`src/rtl/axi_wr_slave.sv`:
```
// axi_wr_slave: AXI4 write-channel responder with a single transaction outstanding.
// It accepts one AW command, absorbs its W beats into a synchronous memory write port
// (INCR addressing, one mem_we pulse per beat) and then returns a B response.
//
// Ports:
//   aclk, aresetn                       clock, asynchronous active-low reset
//   awaddr/awlen/awsize/awid, awvalid   write command in; awready out
//   wdata/wstrb/wlast, wvalid           write data beat in; wready out
//   bresp/bid, bvalid                   write response out; bready in
//   mem_we/mem_addr/mem_wdata/mem_wstrb registered memory write port
module axi_wr_slave #(
   parameter int ADDR_W  = 32,
   parameter int DATA_W  = 32,
   parameter int STRB_W  = DATA_W / 8,
   parameter int LEN_W   = 8,
   parameter int ASIZE_W = 3,
   parameter int ID_W    = 4,
   parameter int RESP_W  = 2
) (
   input  logic               aclk,
   input  logic               aresetn,
   input  logic [ADDR_W-1:0]  awaddr,
   input  logic [LEN_W-1:0]   awlen,
   input  logic [ASIZE_W-1:0] awsize,
   input  logic [ID_W-1:0]    awid,
   input  logic               awvalid,
   output logic               awready,
   input  logic [DATA_W-1:0]  wdata,
   input  logic [STRB_W-1:0]  wstrb,
   input  logic               wlast,
   input  logic               wvalid,
   output logic               wready,
   output logic [RESP_W-1:0]  bresp,
   output logic [ID_W-1:0]    bid,
   output logic               bvalid,
   input  logic               bready,
   output logic               mem_we,
   output logic [ADDR_W-1:0]  mem_addr,
   output logic [DATA_W-1:0]  mem_wdata,
   output logic [STRB_W-1:0]  mem_wstrb
);

   localparam logic [1:0] StIdle = 2'd0;
   localparam logic [1:0] StData = 2'd1;
   localparam logic [1:0] StResp = 2'd2;

   // Largest legal awsize: one full data-bus word per beat.
   localparam logic [ASIZE_W-1:0] MaxSize = ASIZE_W'($clog2(STRB_W));

   localparam logic [RESP_W-1:0] RespOkay   = RESP_W'(0);
   localparam logic [RESP_W-1:0] RespSlverr = RESP_W'(2);

   logic [1:0]         state_q, state_d;
   logic [ADDR_W-1:0]  cur_addr_q, cur_addr_d;
   logic [LEN_W-1:0]   awlen_q, awlen_d;
   logic [ASIZE_W-1:0] awsize_q, awsize_d;
   logic [ID_W-1:0]    awid_q, awid_d;
   logic [LEN_W-1:0]   beat_cnt_q, beat_cnt_d;
   logic               err_q, err_d;
   logic               mem_we_q, mem_we_d;
   logic [ADDR_W-1:0]  mem_addr_q, mem_addr_d;
   logic [DATA_W-1:0]  mem_wdata_q, mem_wdata_d;
   logic [STRB_W-1:0]  mem_wstrb_q, mem_wstrb_d;
   logic [RESP_W-1:0]  bresp_q, bresp_d;
   logic [ID_W-1:0]    bid_q, bid_d;

   logic oversize;
   logic is_last;
   logic err_beat;

   // Oversized bursts are still drained, but never reach memory.
   assign oversize = (awsize_q > MaxSize);

   always_comb begin
      state_d     = state_q;
      cur_addr_d  = cur_addr_q;
      awlen_d     = awlen_q;
      awsize_d    = awsize_q;
      awid_d      = awid_q;
      beat_cnt_d  = beat_cnt_q;
      err_d       = err_q;
      mem_we_d    = 1'b0;
      mem_addr_d  = mem_addr_q;
      mem_wdata_d = mem_wdata_q;
      mem_wstrb_d = mem_wstrb_q;
      bresp_d     = bresp_q;
      bid_d       = bid_q;
      is_last     = 1'b0;
      err_beat    = 1'b0;

      case (state_q)
         StIdle: begin
            if (awvalid) begin
               cur_addr_d = awaddr;
               awlen_d    = awlen;
               awsize_d   = awsize;
               awid_d     = awid;
               beat_cnt_d = '0;
               err_d      = (awsize > MaxSize);
               state_d    = StData;
            end
         end
         StData: begin
            if (wvalid) begin
               is_last     = (beat_cnt_q == awlen_q);
               mem_addr_d  = cur_addr_q;
               mem_wdata_d = wdata;
               mem_wstrb_d = wstrb;
               mem_we_d    = !oversize;
               cur_addr_d  = cur_addr_q + (ADDR_W'(1) << awsize_q);
               beat_cnt_d  = beat_cnt_q + LEN_W'(1);
               // wlast must be high on exactly the final beat.
               err_beat    = is_last ? !wlast : wlast;
               err_d       = err_q | err_beat;
               if (is_last) begin
                  bid_d   = awid_q;
                  bresp_d = (err_q | err_beat) ? RespSlverr : RespOkay;
                  state_d = StResp;
               end
            end
         end
         StResp: begin
            if (bready) begin
               state_d = StIdle;
            end
         end
         default: state_d = StIdle;
      endcase
   end

   always_ff @(posedge aclk or negedge aresetn) begin
      if (!aresetn) begin
         state_q     <= StIdle;
         cur_addr_q  <= '0;
         awlen_q     <= '0;
         awsize_q    <= '0;
         awid_q      <= '0;
         beat_cnt_q  <= '0;
         err_q       <= 1'b0;
         mem_we_q    <= 1'b0;
         mem_addr_q  <= '0;
         mem_wdata_q <= '0;
         mem_wstrb_q <= '0;
         bresp_q     <= '0;
         bid_q       <= '0;
      end else begin
         state_q     <= state_d;
         cur_addr_q  <= cur_addr_d;
         awlen_q     <= awlen_d;
         awsize_q    <= awsize_d;
         awid_q      <= awid_d;
         beat_cnt_q  <= beat_cnt_d;
         err_q       <= err_d;
         mem_we_q    <= mem_we_d;
         mem_addr_q  <= mem_addr_d;
         mem_wdata_q <= mem_wdata_d;
         mem_wstrb_q <= mem_wstrb_d;
         bresp_q     <= bresp_d;
         bid_q       <= bid_d;
      end
   end

   assign awready   = (state_q == StIdle);
   assign wready    = (state_q == StData);
   assign bvalid    = (state_q == StResp);
   assign bresp     = bresp_q;
   assign bid       = bid_q;
   assign mem_we    = mem_we_q;
   assign mem_addr  = mem_addr_q;
   assign mem_wdata = mem_wdata_q;
   assign mem_wstrb = mem_wstrb_q;

endmodule
```
`config.mk`:
```
export PLATFORM = sky130hd
export DESIGN_NAME = axi_wr_slave
export DESIGN_NICKNAME = d
export VERILOG_FILES = /design/src/rtl/axi_wr_slave.sv
export SDC_FILE = /design/constraint.sdc
export NUM_CORES = 1
export LEC_CHECK = 0
export CORE_AREA = 2 2 122 124
export DETAILED_ROUTE_END_ITERATION = 7
export DIE_AREA = 0 0 124 126
export PLACE_DENSITY_LB_ADDON = 0.1
export SLEW_MARGIN = 20
export SYNTH_ARGS = -nofsm -noshare
export SYNTH_HDL_FRONTEND = slang
export SYNTH_SLANG_ARGS = --single-unit
```
`constraint.sdc`:
```
create_clock -name aclk -period 3.28 [get_ports aclk]
set_input_delay 0.656 -clock aclk [delete_from_list [all_inputs] [get_ports aclk]]
set_output_delay 0.656 -clock aclk [all_outputs]
set_load 0.05 [all_outputs]
```
# Word-level counts from Yosys, hierarchy flattened

Cells that the tools add are included.

Word-level logic and storage cells: 53
Flip-flop bits (word level): 133
Output and inout bits: 78

Shift operators: 1
Bitwise logic cells: 1
Order comparisons: 2
Reductions and logical operators: 9
Equal/unequal tests: 7
Multiplexer cells: 18
Add/subtract/negate cells: 2

Operators with widths:

| operator             | count |
|---|---|
| $mux 32              | 2 |
| $pmux 32 s2          | 1 |
| $add 32x32->32       | 1 |
| $shl 1x3->32 const A | 1 |
| $mux 8               | 2 |
| $pmux 8 s2           | 1 |
| $mux 2               | 5 |
| $add 8x1->8 const B  | 1 |
| $eq 8x8->1           | 1 |
| $gt 3x2->1 const B   | 2 |
| $pmux 2 s3           | 1 |
| $reduce_and 3->1     | 2 |
| $mux 1               | 5 |
| $ne 2x1->1 const B   | 2 |
| $ne 2x2->1 const B   | 2 |
| $reduce_and 2->1     | 2 |
| $reduce_and 4->1     | 1 |
| $eq 2x1->1 const B   | 1 |
| $eq 2x2->1 const B   | 1 |
| $logic_not 1->1      | 2 |
| $logic_not 2->1      | 1 |
| $pmux 1 s2           | 1 |
| $reduce_bool 2->1    | 1 |
| $or 1x1->1           | 1 |

# Longest topological paths before layout

Depth in word-level cells: 5
Depth in mapped cells: 10
Mapped depth without buffers: 8

# Worst setup path after synthesis

Ideal clock, no wire load.

Path kind: register to register
Start: reg awsize_q[2]
End: reg cur_addr_q[28]
Path buffers: 2
Slack: 711 ps
Data arrival time: 2,469 ps
Required time: 3,181 ps
Stages on the path, launching flop included: 11
Period minus slack after synthesis: 2,569 ps
Library setup time: 99 ps
Path through: dfrtp_1 > clkbuf_1 > nor3_1 > ha_1 > fa_1 > a211oi_1 > o21ai_0 > o211ai_1 > clkbuf_1 > nor2_1 > a311oi_1

Longest elaborated chain between the ends: 4

Ends and longest elaborated chain:

| item                     | RTL line | RTL |
|---|---|---|
| start: declaration       | 56       | `logic [ASIZE_W-1:0] awsize_q, awsize_d;` |
| start signal: assignment | 150      | `awsize_q <= awsize_d;` |
| $shl 1x3->32             | 110      | `cur_addr_d = cur_addr_q + (ADDR_W'(1) << awsize_q);` |
| $add 32x32->32           | 110      |  |
| $mux 32                  | 104      | `if (wvalid) begin` |
| $pmux 32 s2              | 91       | `case (state_q)` |
| end signal: assignment   | 148      | `cur_addr_q <= cur_addr_d;` |
| end: declaration         | 54       | `logic [ADDR_W-1:0] cur_addr_q, cur_addr_d;` |

No other way between the ends. The select of a mux whose other input is x is not followed.
A chain may end at the register's enable or synchronous reset.

# Worst setup path after layout

Start: reg awsize_q[2]
End: reg cur_addr_q[11]

Same word-level chain as after synthesis.

==> impl_results.md <==
* GPL Wtd Cong at 0.859
* Post-synth EDFFs at 0
* Core box area at 14,300 µm²
* Slew HR at 0.401
* Synth cell types at 59
* Worst hold path type: input port to async pin
* Initial core utilization at 0.443
* # H-tree levels at 4
* Cts hold-fix bufs at 0
* Layout cells sized above 1 at 0.0693
* Clk sinks at 132
* Final Hold Fails at 0
* Pin count of the biggest net entering global routing at 114
* Mapped Avg Cell Area at 8.73 µm²
* PostCTS Resize Cnt at 0
* Root Driver: clkbuf_16
* Clock Pin Slew Worst Setup and Hold Paths at 0.06 ns
* NumNets Final at 982
* Placed Instances at 1,048
* Wire length of the first global-routing pass at 28,200 µm
* DRC Markers at 0
* Worst Tran Pin Value at 0.899 ns
* Slew Limit Fails at 0
* Crit share post-route at 0.859
* DR vias/cell at 5.33
* Max incr delay on CP at 0.59 ns
* RSZ-0062 raised after global routing: false
* Met3 wire length at 1060 µm
* Peak supply drop at 574 µV
* Crit path buf inv count at 0
* Clock buffer depth at 2
* Post-route minimum period at 2.82 ns
* Clk_skew at 0.00711 ns
* Async SR Flop Fraction at 1.00
* Post-Syn Area at 6340 µm²
* DR WL met2 at 8070 µm
* Setup TNS at 0 ns
* Port bufs at 165
* Finish-stage setup viols at 0
* Vias at 5,747
* CP required at 3.59 ns
* Avg WL per Cell at 15.8 µm
* Post-DP HPWL at 11,400 µm
* Die area at 15,600 µm²
* P&R area growth vs syn at 39.0%
* WS Path Type: register to register
* Syn Inst Count at 727
* Startpoint types: register
* Initial antenna violation count at 0
* Setup bufs post-CTS at 0
* Setup crit end kind: register
* Finished Layout Cells at 1,079
* Final Core Density at 0.616
* Status: completed
* 1st-iter DRT viols at 316
* Crit-path leading delay family: compound AO/OA/AOI/OAI gates
* GR Util All Layers at 0.230
* Slowest library cell on the worst path: a221oi_1
* TritonCTS clock tree: done
* Gr ovfl total at 0
* Yosys reg bits at 132
* DRT met1 WL at 7510 µm
* Max-Cap Viols at 0
* Max FO, Critical Path at 10
* Die Span Y at 126 µm
* Synthesized net count at 826
* LEAKAGE at 4.09 nW
* Row cnt at 44
* Power Dens Cells at 1120 nW/µm²
* Clk_lat worst skew at 0.42 ns
* ANT cells at 0
* Register area share after synthesis at 0.521
* I/O Pins at 167
* CTS Buf Count at 17
* DR pass1 iterations at 4
* Vias in the first global route at 5,828
* Most used DFF post-synth: dfrtp_1
* DRT Wirelength at 17,000 µm
* Routed Antenna Nets at 0
* Crit path DAT at 3.12 ns
* Highest routed metal layer: met4
* Die width at 124 µm
* Crit path cell chain: and3b_1 -> ha_1 -> a21o_1 -> a221oi_1 -> nand2_1 -> and3_1 -> a311o_1
* Achievable frequency at 0.355 GHz
* YS warnings at 0
[routing by layer]
layer	vias to the layer above	GRT usage
met1	2744	0.291
met5	-	0
met2	189	0.377
li1	2778	-
met4	0	0.0919
met3	36	0.0566
[cells in the mapped netlist, drive strengths merged, types with 11 or more instances]
library cell	instances	area share
xnor2	16	0.022
o211ai	11	0.013
nor2	28	0.017
a21oi	19	0.015
nand2	284	0.17
dfrtp	132	0.52
nand3	15	0.012
clkbuf	35	0.021
or3	15	0.015
and3	13	0.013
nor3	18	0.015
o21ai	19	0.015
[cell type report]
type / instances / area [µm²]
clock inverters: 8 / 124
inverters: 6 / 22.5
clock buffers: 23 / 488
fillers: 1213 / 5500
well taps: 184 / 230
multi-input cells: 545 / 2850
flip-flops and latches: 132 / 3300
repair buffers: 181 / 1800
[power breakdown]
part           switching, W  internal (W)
logic               0.00321       0.00176
registers          0.000571       0.00235
clock network      0.000685       0.00127
total               0.00446       0.00538
[cell usage in the layout (no fill, tap or decap), drive strengths merged, types with 3 or more instances in the layout]
master         synthesis  routed
a211oi                 6       6
a21o                   7       7
a21oi                 19      19
a2bb2oi                4       4
a311oi                 9       9
a31oi                  6       6
and2                   3       3
and3                  13      13
buf                    9      17
bufinv                 0       3
clkbuf                35      24
clkdlybuf4s50          0     163
clkinv                 0       3
dfrtp                132     132
ha                     9       9
inv                    6       6
mux2                   4       4
mux2i                  3       3
nand2                284     284
nand3                 15      15
nand4                  8       8
nor2                  28      28
nor3                  18      18
nor3b                  5       5
nor4                   5       5
o211a                  3       3
o211ai                11      11
o21ai                 19      19
o22ai                  3       3
or3                   15      15
xnor2                 16      16
xor2                   4       4
[final timing paths]
kind	cells after the start	to	slack, ns	from
worst max-delay path	7	cur_addr_q[11]	0.46	awsize_q[2]
worst min-delay path	1	mem_wdata[27]	0.37	aresetn
worst max register to register	7	cur_addr_q[11]	0.46	awsize_q[2]
worst min register to register	2	awid_q[1]	0.47	awid_q[1]
max in group asynchronous	2	mem_wstrb[2]	2.18	aresetn
min in group aclk	2	awid_q[1]	0.47	awid_q[1]
[through the flow]
step	hold slack, ns	cell area (µm²)	setup slack [ns]	power (W)
5_1_grt	0.460	8820	0.196	0.0105
2_1_floorplan	0.360	6340	0.711	0.00628
3_5_place_dp	0.457	8200	0.488	0.00793
6_report	0.372	8820	0.464	0.00985
3_3_place_gp	0.454	8200	0.528	0.00783
4_1_cts	0.443	8820	0.468	0.00993
[flip-flops by register name (all words and copies together), names as in the netlist]
| signal | count |
|---|---|
| err_q | 1 |
| bresp | 1 |
| mem_addr | 32 |
| mem_we | 1 |
| bid | 4 |
| mem_wstrb | 4 |
| state_q | 2 |
| awid_q | 4 |
| cur_addr_q | 32 |
| mem_wdata | 32 |
| awsize_q | 3 |
| awlen_q | 8 |
| beat_cnt_q | 8 |
[cell families (layout without fill, tap and decap cells)]
group,after synthesis,in the layout,share of synthesized area
adders and majority gates,10,10,0.0209
other,1,1,0.000591
AOI/OAI and AO/OA,102,102,0.112
and+or+nand+nor,405,405,0.275
DFF,132,132,0.521
buffers and inverters,50,218,0.0318
xor gates and xnor gates,20,20,0.0276
muxes,7,7,0.0118
No activity file was read; power rests on OpenSTA's default activity.
